**src/rtl/display_mode_ctrl_if.sv**
```systemverilog
// Board-side bundle for the display mode sequencer: raw key, auto-advance
// enable, per-mode enables going in; mux select, blanking and strobe coming out.
interface display_mode_ctrl_if;
  logic       key_next_n;
  logic       auto_en;
  logic [3:0] mode_en;
  logic [1:0] sel;
  logic       blank;
  logic       mode_stb;

  // Driven by the board/pushbutton side.
  modport master (
    output key_next_n,
    output auto_en,
    output mode_en,
    input  sel,
    input  blank,
    input  mode_stb
  );

  // Driven by the sequencer.
  modport slave (
    input  key_next_n,
    input  auto_en,
    input  mode_en,
    output sel,
    output blank,
    output mode_stb
  );
endinterface

```
**src/rtl/display_mode_ctrl.sv**
```systemverilog
// Display mode sequencer: owns the 2-bit select of the seven-segment mux.
// A debounced key press, a dwell timeout or the current mode being disabled
// moves to the next enabled mode, with a blanking window around every change.
module display_mode_ctrl #(
  parameter int DEBOUNCE_CYCLES = 500000,
  parameter int DWELL_CYCLES    = 100000000,
  parameter int BLANK_CYCLES    = 2500000
) (
  input logic                clk,
  input logic                rst,
  display_mode_ctrl_if.slave bus
);

  localparam int DB_W = $clog2(DEBOUNCE_CYCLES + 1);
  localparam int DW_W = $clog2(DWELL_CYCLES + 1);
  localparam int BL_W = $clog2(BLANK_CYCLES + 1);

  localparam logic [DB_W-1:0] DB_LAST = DB_W'(DEBOUNCE_CYCLES);
  localparam logic [DW_W-1:0] DW_LAST = DW_W'(DWELL_CYCLES - 1);
  localparam logic [BL_W-1:0] BL_LAST = BL_W'(BLANK_CYCLES - 1);

  typedef enum logic {
    ST_SHOW,
    ST_BLANK
  } state_t;

  logic            r_keySync1;
  logic            r_keyS;
  logic            r_keyDb;
  logic            r_keyDbDly;
  logic [DB_W-1:0] r_dbCnt;

  state_t          r_state;
  logic [DW_W-1:0] r_dwellCnt;
  logic [BL_W-1:0] r_blankCnt;
  logic [1:0]      r_pending;
  logic [1:0]      r_sel;
  logic            r_blank;
  logic            r_modeStb;

  logic            w_pressEvt;
  logic [1:0]      w_idx;
  logic [1:0]      w_target;
  logic            w_targetValid;
  logic            w_dwellExpire;
  logic            w_advanceReq;

  state_t          w_stateNxt;
  logic [DW_W-1:0] w_dwellNxt;
  logic [BL_W-1:0] w_blankCntNxt;
  logic [1:0]      w_pendingNxt;
  logic [1:0]      w_selNxt;
  logic            w_blankNxt;
  logic            w_modeStbNxt;

  // Two-flop synchronizer bringing the asynchronous key into the clock domain.
  always_ff @(posedge clk) begin
    if (rst) begin
      r_keySync1 <= 1'b1;
      r_keyS     <= 1'b1;
    end else begin
      r_keySync1 <= bus.key_next_n;
      r_keyS     <= r_keySync1;
    end
  end

  // Accept a new key level only after it has differed from the accepted level long enough.
  always_ff @(posedge clk) begin
    if (rst) begin
      r_keyDb    <= 1'b1;
      r_keyDbDly <= 1'b1;
      r_dbCnt    <= '0;
    end else begin
      r_keyDbDly <= r_keyDb;
      if (r_keyS != r_keyDb) begin
        if (r_dbCnt == DB_LAST) begin
          r_keyDb <= r_keyS;
          r_dbCnt <= '0;
        end else begin
          r_dbCnt <= r_dbCnt + DB_W'(1);
        end
      end else begin
        r_dbCnt <= '0;
      end
    end
  end

  assign w_pressEvt = r_keyDbDly & ~r_keyDb;

  // Search sel+1, sel+2, sel+3 for the nearest enabled mode; the descending loop lets the nearest win.
  always_comb begin
    w_idx         = r_sel;
    w_target      = r_sel;
    w_targetValid = 1'b0;
    for (int k = 3; k >= 1; k--) begin
      w_idx = r_sel + 2'(k);
      if (bus.mode_en[w_idx]) begin
        w_target      = w_idx;
        w_targetValid = 1'b1;
      end
    end
  end

  assign w_dwellExpire = bus.auto_en && (r_dwellCnt == DW_LAST);
  assign w_advanceReq  = w_pressEvt || w_dwellExpire || !bus.mode_en[r_sel];

  // Next-state and next-output logic: requests are only honoured while showing a mode.
  always_comb begin
    w_stateNxt    = r_state;
    w_dwellNxt    = r_dwellCnt;
    w_blankCntNxt = r_blankCnt;
    w_pendingNxt  = r_pending;
    w_selNxt      = r_sel;
    w_blankNxt    = 1'b0;
    w_modeStbNxt  = 1'b0;
    case (r_state)
      ST_SHOW: begin
        w_dwellNxt    = bus.auto_en ? (r_dwellCnt + DW_W'(1)) : '0;
        w_blankCntNxt = '0;
        if (w_advanceReq) begin
          w_dwellNxt = '0;
          if (w_targetValid) begin
            w_pendingNxt = w_target;
            w_stateNxt   = ST_BLANK;
            w_blankNxt   = 1'b1;
          end
        end
      end
      ST_BLANK: begin
        w_dwellNxt = '0;
        w_blankNxt = 1'b1;
        if (r_blankCnt == BL_LAST) begin
          w_selNxt      = r_pending;
          w_modeStbNxt  = 1'b1;
          w_blankNxt    = 1'b0;
          w_stateNxt    = ST_SHOW;
          w_blankCntNxt = '0;
        end else begin
          w_blankCntNxt = r_blankCnt + BL_W'(1);
        end
      end
      default: begin
        w_stateNxt = ST_SHOW;
      end
    endcase
  end

  // State, counters and registered outputs; reset abandons any transition in flight.
  always_ff @(posedge clk) begin
    if (rst) begin
      r_state    <= ST_SHOW;
      r_dwellCnt <= '0;
      r_blankCnt <= '0;
      r_pending  <= 2'd0;
      r_sel      <= 2'd0;
      r_blank    <= 1'b0;
      r_modeStb  <= 1'b0;
    end else begin
      r_state    <= w_stateNxt;
      r_dwellCnt <= w_dwellNxt;
      r_blankCnt <= w_blankCntNxt;
      r_pending  <= w_pendingNxt;
      r_sel      <= w_selNxt;
      r_blank    <= w_blankNxt;
      r_modeStb  <= w_modeStbNxt;
    end
  end

  assign bus.sel      = r_sel;
  assign bus.blank    = r_blank;
  assign bus.mode_stb = r_modeStb;

endmodule

```
**src/flat_wrapper.sv**
```systemverilog
// flat-port wrapper written by rule: the top's interface ports become plain ports
module display_mode_ctrl_flat 
#(
  parameter int DEBOUNCE_CYCLES = 500000,
  parameter int DWELL_CYCLES    = 100000000,
  parameter int BLANK_CYCLES    = 2500000
)
  (clk, rst, bus_key_next_n, bus_auto_en, bus_mode_en, bus_sel, bus_blank, bus_mode_stb);
  display_mode_ctrl_if bus_i ();
  input logic clk;
  input logic rst;
  input wire logic [$bits(bus_i.key_next_n)-1:0] bus_key_next_n;
  input wire logic [$bits(bus_i.auto_en)-1:0] bus_auto_en;
  input wire logic [$bits(bus_i.mode_en)-1:0] bus_mode_en;
  output wire logic [$bits(bus_i.sel)-1:0] bus_sel;
  output wire logic [$bits(bus_i.blank)-1:0] bus_blank;
  output wire logic [$bits(bus_i.mode_stb)-1:0] bus_mode_stb;
  assign bus_i.key_next_n = bus_key_next_n;
  assign bus_i.auto_en = bus_auto_en;
  assign bus_i.mode_en = bus_mode_en;
  assign bus_sel = bus_i.sel;
  assign bus_blank = bus_i.blank;
  assign bus_mode_stb = bus_i.mode_stb;
  display_mode_ctrl #(.DEBOUNCE_CYCLES(DEBOUNCE_CYCLES), .DWELL_CYCLES(DWELL_CYCLES), .BLANK_CYCLES(BLANK_CYCLES)) u_core (.clk(clk), .rst(rst), .bus(bus_i));
endmodule
```
**config.mk**
```make
export PLATFORM = sky130hd
export DESIGN_NAME = display_mode_ctrl_flat
export DESIGN_NICKNAME = d
export VERILOG_FILES = /design/src/rtl/display_mode_ctrl_if.sv /design/src/rtl/display_mode_ctrl.sv /design/src/flat_wrapper.sv
export SDC_FILE = /design/constraint.sdc
export NUM_CORES = 1
export LEC_CHECK = 0
export BUFFER_PORTS_ARGS = -buffer_cell sky130_fd_sc_hd__buf_2
export CORE_AREA = 2 2 98 100
export CTS_CLUSTER_SIZE = 25
export DETAILED_ROUTE_END_ITERATION = 10
export DIE_AREA = 0 0 100 102
export PLACE_DENSITY = 0.65
export SYNTH_ARGS = -nofsm -noshare
export SYNTH_HDL_FRONTEND = slang
export SYNTH_SLANG_ARGS = --single-unit
```
**constraint.sdc**
```tcl
create_clock -name clk -period 2.7 [get_ports clk]
set_input_delay 0.27 -clock clk [delete_from_list [all_inputs] [get_ports clk]]
set_output_delay 0.27 -clock clk [all_outputs]
set_load 0.05 [all_outputs]
```
==> impl_table.tex, run 1 <==
\begin{tabular}{lr}
\hline
Metric & Value \\
\hline
\multicolumn{2}{l}{\textbf{Status}} \\
\quad Outcome & completed \\
\multicolumn{2}{l}{\textbf{Drt}} \\
\quad First-pass detailed-route iteration total & 4 \\
\quad Routed len/inst & 12.5 µm \\
\quad Antenna Nets Post-Route & 0 \\
\quad DRC & 0 \\
\quad Via total after detailed routing & 2834 \\
\quad Post-Route WL & 6850 µm \\
\quad Starting DRT DRC Count & roughly 120 \\
\quad Vias/cell & 5.16 \\
\multicolumn{2}{l}{\textbf{STA}} \\
\quad Final setup viols & 0 \\
\quad Post-Route Skew & 0.0121 ns \\
\quad Final period utilization & 82.0\% \\
\quad Worst slew margin relative to its limit & 50.7\% \\
\quad Actual transition at the worst max-transition pin & 0.734 ns \\
\quad Number of pins with negative max-slew slack in the final report & 0 \\
\quad Total Neg Setup Slack & 0 ns \\
\quad Unrepaired setup endpoints after global routing & no \\
\quad Total count of hold-check failures in the final report & 0 \\
\quad Shortest clock period the worst path allows after layout & 2.21 ns \\
\quad Upper clock frequency limit & 0.452 GHz \\
\multicolumn{2}{l}{\textbf{Synthesis}} \\
\quad Net count after synthesis & 430 \\
\quad Leading cell type by number of instances after synthesis & nor2\_1 \\
\quad Post-Syn Instances & 418 \\
\quad EDFF count, synth & 0 \\
\quad Most used flip-flop cell after synthesis & dfxtp\_1 \\
\quad Share of synthesized flip-flops with an asynchronous set or reset & 0\% \\
\quad Fraction of synthesized cell area taken by the top area cell type & 43.3\% \\
\quad Largest cells by area after synthesis & dfxtp\_1, nor2\_1, xor2\_1, xnor2\_1, nand4\_1 \\
\quad Post-Syn Area per Cell & 8.62 µm² \\
\quad Synthesized flop and latch total & 78 \\
\quad Ranking of synthesized cells by instance count & nor2\_1, dfxtp\_1, xor2\_1 \\
\quad Netlist area before placement & 3600 µm² \\
\quad Number of different library cells in the post-synthesis netlist & 45 \\
\quad Top cell type by total area after synthesis & dfxtp\_1 \\
\quad Fraction of the yosys area taken by sequential cells & 43.3\% \\
\quad Number of warning messages in the yosys log & 0 \\
\multicolumn{2}{l}{\textbf{Final layout}} \\
\quad Signed area change from the synthesized netlist to the final layout & 10.3\% \\
\quad Cell area after layout & 3980 µm² \\
\quad Layout Nets & between 400 and 500 \\
\quad Diodes inserted & 0 \\
\quad Fraction of layout cells with a size suffix above 1 & 9.59\% \\
\multicolumn{2}{l}{\textbf{Worst setup path}} \\
\quad Register-to-register path setup slack & 0.49 ns \\
\quad Kind of end point of the critical path & flop \\
\quad Kind of critical path & reg -> reg \\
\quad Critical Path RT & 2.99 ns \\
\quad Data arrival time of the worst path & 2.50 ns \\
\quad Largest driver fanout on the critical path & 5 \\
\quad Category of the worst setup path launch point & flop \\
\multicolumn{2}{l}{\textbf{CTS}} \\
\quad Maximum clock insertion buffer count & 2 \\
\quad Number of buffers inserted by hold repair at cts & 0 \\
\quad Number of gates given a new drive strength after cts & 0 \\
\quad Sinks on Clock Net & 78 \\
\quad Clock H-tree levels & 3 \\
\quad Clk slew on worst S/H paths & 0.08 ns \\
\quad Library cell used as clock root buffer & clkbuf\_8 \\
\quad Number of buffers added by the clock tree synthesis step & 9 \\
\quad CTS tree & built \\
\quad Number of buffers inserted to repair setup after CTS & 0 \\
\quad Clock latency at the later pin of the worst-skew pair & 0.35 ns \\
\multicolumn{2}{l}{\textbf{GRT}} \\
\quad Global Route Usage Sum & approximately 15\% \\
\quad Pin count of the biggest net entering global routing & 19 \\
\quad Antenna violations before repair & 0 \\
\quad Global-route wire length before repair & 12000 µm \\
\quad Total grt overflow & 0 \\
\quad Number of global-route vias before repair & 2716 \\
\multicolumn{2}{l}{\textbf{Placed design}} \\
\quad Port Buffer Count & 11 \\
\quad Final RePlAce weighted congestion & 0.855 \\
\quad Final HPWL from detailed placement & just under 5000 µm \\
\quad Post-DP Area & 3790 µm² \\
\multicolumn{2}{l}{\textbf{Floorplan}} \\
\quad Vertical extent of the die & 102 µm \\
\quad Area of the core & 9110 µm² \\
\quad Die area & 10200 µm² \\
\quad Starting density of the core & 39.6\% \\
\quad Overall die width & 100 µm \\
\quad Cell Rows & 35 \\
\quad Top-Level Pins & 12 \\
\multicolumn{2}{l}{\textbf{Power and ir drop}} \\
\quad Leak & 0.00127 µW \\
\quad Max rail drop VDD & about 250 µV \\
\quad P per Cell Area & 524 nW/µm² \\
\multicolumn{2}{l}{\textbf{Flow run}} \\
\quad Max cap viols & 0 \\
\multicolumn{2}{l}{\textbf{Min path}} \\
\quad Worst hold path class & in -> reg \\
\hline
\end{tabular}
final timing paths:
kind,start,cells after the start,to
worst max-delay path,u_core.r_dwellCnt[12],5,u_core.r_pending[1]
worst min-delay path,bus_key_next_n,2,u_core.r_keySync1
worst max register to register,u_core.r_dwellCnt[12],5,u_core.r_pending[1]
worst min register to register,u_core.r_keySync1,1,u_core.r_keyS
layout make-up:
| cell class | instances | area [µm²] |
|---|---|---|
| Clock buffer | 9 | 124 |
| Timing Repair Buffer | 15 | 85.1 |
| Clock inverter | 6 | 63.8 |
| Fill cell | 879 | 5130 |
| Multi-Input combinational cell | 317 | 1960 |
| Sequential cell | 78 | 1560 |
| Tap cell | 111 | 139 |
| Inverter | 13 | 48.8 |
report_power, final:
part / switching [µW] / total (µW) / internal (µW)
Sequential: 8.15 / 1170 / 1160
Combinational: 44.6 / 67.3 / 22.7
Clock: 430 / 850 / 420
Total: 483 / 2080 / 1600
critical path, cell delays in order, from the launching register on:
cell,delay (ns)
dfxtp_1,0.36
or4_1,0.58
nor4_4,0.41
a31oi_1,0.19
or4_1,0.53
o21ai_1,0.08
per-layer routing:
| layer | vias up | wire (µm) | track usage (%) |
|---|---|---|---|
| met2 | 28 | 3140 | 24.1 |
| met3 | 9 | 215 | 4.51 |
| met1 | 1318 | 3390 | 18.5 |
| li1 | 1479 | - | - |
| met4 | 0 | 97 | 5.37 |
| met5 | - | 0 | 0 |
sequential cells by signal, indices dropped and copies added (netlist names):
| signal | count |
|---|---|
| u_core.r_keyDb | 1 |
| u_core.r_keyS | 1 |
| u_core.r_blankCnt | 22 |
| u_core.r_dwellCnt | 27 |
| u_core.bus.sel | 2 |
| u_core.r_keyDbDly | 1 |
| u_core.r_pending | 2 |
| u_core.r_dbCnt | 19 |
| u_core.r_state | 1 |
| u_core.r_keySync1 | 1 |
| u_core.bus.mode_stb | 1 |
placed cells by master, fill, tap and decap left out, types with 11 or more instances in the layout:
master and count:
buf_2 11, inv_1 13, nand3_1 19, nor2_1 83, nand2_1 31, xor2_1 34
xnor2_1 24, dfxtp_1 78, nand4_1 22, nor3_1 12
logic make-up after synthesis:
group	count (synthesis)	share of synthesized area [%]
xor gates and xnor gates	58	14.1
buffers and inverters	23	2.43
DFF	78	43.3
adders and majority gates	4	1.39
and+or+nand+nor	227	33.2
AOI/OAI and AO/OA	24	4.10
muxes	4	1.46
metrics by stage:
stage	hold slack (ns)	power, µW	std cells	setup WS (ns)	util, %
CTS	0.0876	2120	549	0.497	43.7
finish	0.101	2080	549	0.486	43.7
detailed placement	0.399	1260	534	0.529	41.6
global placement	0.404	1260	534	0.575	41.6
floorplan	0.374	1230	418	0.487	-
global route	0.0854	2180	549	0.345	43.7
(Power assumes the default switching activity.)
==> run 2: changes to the inputs <==
- clock period: 2.7 -> 2.1 ns (I/O delays scaled with it)
==> run 2 against run 1 <==
Clock power grew 35%. Global-route usage rose by 0.43 points. Final cell count increased by 3.6%. First-iteration DRC count decreased by 4.3%. Design area rose by 4.4%. Register-to-register slack lost 0.39 ns. Combinational power grew 39%. Sequential share of layout area is 1.6 points lower. Hold slack worse by 0.050 ns. Largest cell class unchanged.
==> impl_table.tex, run 2 (synthesis results as in run 1) <==
\begin{tabular}{lr}
\hline
Metric & Value \\
\hline
\multicolumn{2}{l}{\textbf{Status}} \\
\quad Outcome & completed \\
\multicolumn{2}{l}{\textbf{Floorplan}} \\
\quad Starting density of the core & 39.6\% \\
\quad Die area & a little over 10000 µm² \\
\quad Cell Rows & 35 \\
\quad Top-Level Pins & 12 \\
\quad Vertical extent of the die & 102 µm \\
\quad Overall die width & 100 µm \\
\quad Area of the core & 9110 µm² \\
\multicolumn{2}{l}{\textbf{CTS}} \\
\quad CTS tree & built \\
\quad Clk slew on worst S/H paths & 0.08 ns \\
\quad Sinks on Clock Net & between 70 and 80 \\
\quad Maximum clock insertion buffer count & 2 \\
\quad Clock latency at the later pin of the worst-skew pair & 0.35 ns \\
\quad Library cell used as clock root buffer & clkbuf\_8 \\
\quad Number of buffers inserted by hold repair at cts & 0 \\
\quad Clock H-tree levels & 3 \\
\quad Number of buffers inserted to repair setup after CTS & 0 \\
\quad Number of gates given a new drive strength after cts & 0 \\
\quad Number of buffers added by the clock tree synthesis step & 9 \\
\multicolumn{2}{l}{\textbf{Drt}} \\
\quad First-pass detailed-route iteration total & 6 \\
\quad Post-Route WL & between 7000 and 8000 µm \\
\quad Vias/cell & 5.21 \\
\quad DRC & 0 \\
\quad Via total after detailed routing & 2964 \\
\quad Routed len/inst & 12.6 µm \\
\quad Antenna Nets Post-Route & 0 \\
\quad Starting DRT DRC Count & 111 \\
\multicolumn{2}{l}{\textbf{Worst setup path}} \\
\quad Chain of cells forming the critical path & or4\_1 -> nor4\_4 -> a31oi\_1 -> or4\_1 -> o21ai\_1 \\
\quad Delay of the slowest critical-path stage & around 0.57 ns \\
\quad Critical Path RT & roughly 2.4 ns \\
\quad Largest driver fanout on the critical path & 2 \\
\quad Category of the worst setup path launch point & flop \\
\quad Top cell family by delay on the critical path & simple AND/OR/NAND/NOR gates \\
\quad Data arrival time of the worst path & 2.28 ns \\
\quad Cell occurring most often along the worst timing path & or4\_1 \\
\quad Kind of critical path & reg -> reg \\
\quad Critical Path Slowest Stage Cell & or4\_1 \\
\quad Kind of end point of the critical path & flop \\
\quad Buffers and inverters on the worst path & 0 \\
\multicolumn{2}{l}{\textbf{Final layout}} \\
\quad Fraction of the core area covered by cells at the end of the flow & 45.6\% \\
\quad Layout Nets & 465 \\
\quad Filler-free cell count of the finished design & 569 \\
\quad Signed area change from the synthesized netlist to the final layout & 15.2\% \\
\quad Number of flip-flops in the largest register & 27 \\
\quad Fraction of layout cells with a size suffix above 1 & around 14\% \\
\quad Commonest non-fill, non-tap cells in the layout & nor2\_1, dfxtp\_1, xor2\_1, nand2\_1, xnor2\_1 \\
\quad Most common cell after layout, fill and taps aside & nor2\_1 \\
\quad Diodes inserted & 0 \\
\quad Register with the highest flop count & u\_core.r\_dwellCnt \\
\quad Largest registers & u\_core.r\_dwellCnt: 27 flops, u\_core.r\_blankCnt: 22 flops, u\_core.r\_dbCnt: 19 flops \\
\multicolumn{2}{l}{\textbf{STA}} \\
\quad Post-Route Skew & $\sim$0.01 ns \\
\quad Number of pins with negative max-slew slack in the final report & 0 \\
\quad Unrepaired setup endpoints after global routing & no \\
\quad Final period utilization & a little over nine tenths \\
\quad Actual transition at the worst max-transition pin & 0.429 ns \\
\quad Hold slack & just over 0.05 ns \\
\quad Total count of hold-check failures in the final report & 0 \\
\quad Worst slew margin relative to its limit & 71.2\% \\
\quad Total Neg Setup Slack & 0 ns \\
\quad Setup slack after layout & 0.0967 ns \\
\quad Shortest clock period the worst path allows after layout & 2.00 ns \\
\quad Upper clock frequency limit & 0.499 GHz \\
\quad Final setup viols & 0 \\
\multicolumn{2}{l}{\textbf{Placed design}} \\
\quad Pre-CTS setup slack & 0.0993 ns \\
\quad Final RePlAce weighted congestion & 0.794 \\
\quad Cell count after placement & 553 \\
\quad Port Buffer Count & 11 \\
\quad Final HPWL from detailed placement & between 5000 and 6000 µm \\
\multicolumn{2}{l}{\textbf{GRT}} \\
\quad Global Route Usage Sum & 15.2\% \\
\quad Total grt overflow & 0 \\
\quad Number of global-route vias before repair & 2759 \\
\quad Pin count of the biggest net entering global routing & 19 \\
\quad Antenna violations before repair & 0 \\
\quad Global-route wire length before repair & 12400 µm \\
\multicolumn{2}{l}{\textbf{Power and ir drop}} \\
\quad Max rail drop VDD & about 350 µV \\
\quad Leak & 0.00139 µW \\
\quad P per Cell Area & roughly 660 nW/µm² \\
\multicolumn{2}{l}{\textbf{Min path}} \\
\quad Worst hold path class & in -> reg \\
\multicolumn{2}{l}{\textbf{Flow run}} \\
\quad Max cap viols & 0 \\
\hline
\end{tabular}
-- run 2: cell types whose count changed in the layout (fill, tap and decap cells not counted), sizes merged --
| cell | before | now |
|---|---|---|
| inv | 13 | 15 |
| clkinvlp | 2 | 1 |
| buf | 15 | 34 |
-- run 2: area by class of cell --
type	instances	area (µm²)
fill	905	4960
multi-input combinational	317	1960
sequential	78	1560
timing repair buffer	34	240
tap	111	139
clock buffer	9	124
clock inverter	7	81.3
inverter	13	48.8
-- run 2: per-layer routing --
layer,GRT usage (%),share of wire (%),vias up
li1,-,-,1522
met1,18.5,46,1395
met2,25.9,49,38
met3,3.83,3.2,9
met4,5.90,1.4,0
met5,0,0,-
-- run 2: path summary, 6_finish.rpt --
check | start | end | slack, ns | cells after the start
max | u_core.r_dwellCnt[25] | u_core.r_pending[1] | 0.1 | 5
min | bus_key_next_n | u_core.r_keySync1 | 0.05 | 2
max reg2reg | u_core.r_dwellCnt[25] | u_core.r_pending[1] | 0.1 | 5
min reg2reg | u_core.r_keySync1 | u_core.r_keyS | 0.42 | 1
-- run 2: power by group --
| part | total (µW) | switching (µW) | internal (µW) |
|---|---|---|---|
| logic | 93.4 | 58.5 | 34.9 |
| clock network | 1150 | 588 | 563 |
| registers | 1500 | 9.96 | 1490 |
-- run 2: stage by stage --
step | area [µm²] | total power (µW)
final | 4150 | 2740
after global routing | 4150 | 2860
after CTS | 4150 | 2780
after detailed placement | 3950 | 1630
after global placement | 3950 | 1630
after floorplan | 3610 | 1590
==> run 3: changes to the inputs <==
- ABC_AREA: unset -> 1
- CORE_AREA: 2 2 98 100 -> 2 2 107 109
- DIE_AREA: 0 0 100 102 -> 0 0 109 111
- PLACE_DENSITY: 0.65 -> 0.64
==> run 3 against run 2 <==
Design area up 14%. Largest cell class unchanged. Critical endpoint is now u_core.r_dwellCnt[24]. Clock power up 37%. Non-clock buffer count down 22.
==> impl_table.tex, run 3 <==
\begin{tabular}{lr}
\hline
Metric & Value \\
\hline
\multicolumn{2}{l}{\textbf{Status}} \\
\quad Outcome & completed \\
\multicolumn{2}{l}{\textbf{Synthesis}} \\
\quad Number of warning messages in the yosys log & 0 \\
\quad Simple-Gate Fraction of Synth Area & 42.2\% \\
\quad Share of cell area taken by muxes after synthesis & 0\% \\
\quad Largest cells by area after synthesis & dfxtp\_1, nand2\_1, nor2\_1, inv\_1, a21oi\_1 \\
\quad Post-synthesis xor/xnor area fraction & 4.94\% \\
\quad Post-Syn Instances & 635 \\
\quad Net count after synthesis & 647 \\
\quad Netlist area before placement & 4260 µm² \\
\quad Number of different library cells in the post-synthesis netlist & 37 \\
\quad Fraction of the yosys area taken by sequential cells & 36.7\% \\
\quad Main combinational cell family by area after synthesis & simple AND/OR/NAND/NOR gates \\
\quad Leading cell type by number of instances after synthesis & nand2\_1 \\
\quad EDFF count, synth & 0 \\
\quad Fraction of synthesized cell area taken by the top area cell type & 36.7\% \\
\quad Area share of fa/ha/maj cells after synthesis & 1.18\% \\
\quad Area fraction in compound gates after synthesis & 5.85\% \\
\quad Most used flip-flop cell after synthesis & dfxtp\_1 \\
\quad Share of synthesized flip-flops with an asynchronous set or reset & 0\% \\
\quad Ranking of synthesized cells by instance count & nand2\_1, nor2\_1, inv\_1 \\
\quad Synthesized flop and latch total & 78 \\
\quad Top cell type by total area after synthesis & dfxtp\_1 \\
\quad Post-Syn Area per Cell & between 6 and 7 µm² \\
\multicolumn{2}{l}{\textbf{CTS}} \\
\quad Sinks on Clock Net & between 70 and 80 \\
\quad Number of buffers added by the clock tree synthesis step & 9 \\
\quad Number of buffers inserted by hold repair at cts & 0 \\
\quad Number of gates given a new drive strength after cts & 0 \\
\quad Library cell used as clock root buffer & clkbuf\_16 \\
\quad Maximum clock insertion buffer count & 2 \\
\quad CTS tree & built \\
\quad Clock latency at the later pin of the worst-skew pair & 0.34 ns \\
\quad Clk slew on worst S/H paths & 0.06 ns \\
\quad Clock H-tree levels & 3 \\
\quad Number of buffers inserted to repair setup after CTS & 0 \\
\multicolumn{2}{l}{\textbf{GRT}} \\
\quad Met2 GRT Util & 28.4\% \\
\quad Global-route wire length before repair & 16200 µm \\
\quad Global-route met3 utilization & 4.94\% \\
\quad Number of global-route vias before repair & about 3800 \\
\quad Grt peak-use layer & met2 \\
\quad Antenna violations before repair & 0 \\
\quad Global Route Usage Sum & 16.5\% \\
\quad Global-route met1 utilization & 19.3\% \\
\quad Pin count of the biggest net entering global routing & 28 \\
\quad Total grt overflow & 0 \\
\multicolumn{2}{l}{\textbf{Final layout}} \\
\quad Most common cell after layout, fill and taps aside & nand2\_1 \\
\quad Register with the highest flop count & u\_core.r\_dwellCnt \\
\quad Layout Nets & $\sim$660 \\
\quad Number of flip-flops in the largest register & 27 \\
\quad Commonest non-fill, non-tap cells in the layout & nand2\_1, nor2\_1, inv\_1, dfxtp\_1, a21oi\_1 \\
\quad Signed area change from the synthesized netlist to the final layout & 11.6\% \\
\quad Largest registers & u\_core.r\_dwellCnt: 27 flops, u\_core.r\_blankCnt: 22 flops, u\_core.r\_dbCnt: 19 flops \\
\quad Filler-free cell count of the finished design & between 700 and 800 \\
\quad Diodes inserted & 0 \\
\quad Fraction of layout cells with a size suffix above 1 & 10.4\% \\
\multicolumn{2}{l}{\textbf{Drt}} \\
\quad Vias/cell & a little under 5 \\
\quad Starting DRT DRC Count & 252 \\
\quad DRC & 0 \\
\quad Post-Route WL & between 9000 and 10000 µm \\
\quad Via total after detailed routing & 3881 \\
\quad Routed len/inst & 11.5 µm \\
\quad First-pass detailed-route iteration total & 6 \\
\quad Antenna Nets Post-Route & 0 \\
\multicolumn{2}{l}{\textbf{Floorplan}} \\
\quad Vertical extent of the die & $\sim$110 µm \\
\quad Cell Rows & 39 \\
\quad Area of the core & 11100 µm² \\
\quad Overall die width & 109 µm \\
\quad Die area & 12100 µm² \\
\quad Starting density of the core & 38.4\% \\
\quad Top-Level Pins & 12 \\
\multicolumn{2}{l}{\textbf{STA}} \\
\quad Total Neg Setup Slack & 0 ns \\
\quad Number of pins with negative max-slew slack in the final report & 0 \\
\quad Setup slack after layout & about 0.38 ns \\
\quad Upper clock frequency limit & $\sim$0.58 GHz \\
\quad Shortest clock period the worst path allows after layout & 1.72 ns \\
\quad Final period utilization & 81.7\% \\
\quad Unrepaired setup endpoints after global routing & no \\
\quad Final setup viols & 0 \\
\quad Post-Route Skew & 0.00641 ns \\
\quad Total count of hold-check failures in the final report & 0 \\
\quad Worst slew margin relative to its limit & 69.0\% \\
\quad Actual transition at the worst max-transition pin & 0.461 ns \\
\multicolumn{2}{l}{\textbf{Flow run}} \\
\quad Max cap viols & 0 \\
\multicolumn{2}{l}{\textbf{Worst setup path}} \\
\quad Critical Path RT & between 2 and 2.5 ns \\
\quad Kind of critical path & reg -> reg \\
\quad Data arrival time of the worst path & between 1.5 and 2 ns \\
\quad Kind of end point of the critical path & flop \\
\quad Largest driver fanout on the critical path & 27 \\
\quad Category of the worst setup path launch point & flop \\
\multicolumn{2}{l}{\textbf{Placed design}} \\
\quad Port Buffer Count & 11 \\
\quad Final RePlAce weighted congestion & 0.947 \\
\quad Cell count after placement & approximately 800 \\
\quad Final HPWL from detailed placement & 7040 µm \\
\quad Pre-CTS setup slack & 0.366 ns \\
\multicolumn{2}{l}{\textbf{Power and ir drop}} \\
\quad Max rail drop VDD & roughly 430 µV \\
\quad Leak & 0.00170 µW \\
\quad P per Cell Area & 668 nW/µm² \\
\multicolumn{2}{l}{\textbf{Min path}} \\
\quad Worst hold path class & in -> reg \\
\hline
\end{tabular}
## run 3: cell count changes after synthesis, sizes merged, moves of 8 or more
| cell | change |
|---|---|
| and3 | -8 |
| nand3 | +17 |
| nor2 | +15 |
| or2 | +15 |
| a21oi | +27 |
| nor3 | +14 |
| clkbuf | -8 |
| xor2 | -15 |
| nand2 | +139 |
| inv | +75 |
| xnor2 | -19 |
| and4 | -8 |
## run 3: where the power goes
part           total (µW)  internal (µW)  leakage (µW)  switching, µW
registers            1500           1490      0.000630           9.58
clock network        1580            934      0.000143            649
logic                92.3           29.2      0.000927           63.2
## run 3: final timing paths
kind,start,end,slack [ns],cells past startpoint
worst min-delay path,bus_key_next_n,u_core.r_keySync1,0.06,2
worst max register to register,u_core.r_dwellCnt[0],u_core.r_dwellCnt[24],0.38,8
worst max-delay path,u_core.r_dwellCnt[0],u_core.r_dwellCnt[24],0.38,8
worst min register to register,u_core.r_keySync1,u_core.r_keyS,0.45,1
## run 3: logic make-up after synthesis
family,after synthesis
and+or+nand+nor,385
buffers and inverters,96
DFF,78
AOI/OAI and AO/OA,48
xor gates and xnor gates,24
adders and majority gates,4
## run 3: layout make-up
type / instances / area, µm²
tap: 143 / 179
sequential: 78 / 1560
inverter: 89 / 338
fill: 1115 / 6320
clock buffer: 9 / 225
multi-input combinational: 461 / 2310
clock inverter: 7 / 80.1
timing repair buffer: 12 / 62.6
## run 3: critical path: stages (launching register included)
cell	delay (ns)
dfxtp_1	0.34
ha_1	0.24
nand2_2	0.13
nor2_4	0.06
nand2_4	0.10
clkinv_2	0.09
nand3_4	0.10
nand4_4	0.31
a21oi_1	0.26
## run 3: through the flow
stage	util, %	instance area [µm²]	hold WS, ns	power, µW
2_1_floorplan	-	4260	0.289	1600
3_3_place_gp	40.1	4450	0.396	1620
3_5_place_dp	40.1	4450	0.407	1630
4_1_cts	42.9	4750	0.0513	3230
5_1_grt	42.9	4750	0.0514	3300
6_report	42.9	4750	0.0620	3180
## run 3: layer usage
layer / part of all wire (%) / vias up
met1: 45 / 1765
met5: 0 / -
met3: 3.2 / 14
met4: 2.1 / 0
li1: - / 2056
met2: 50 / 46
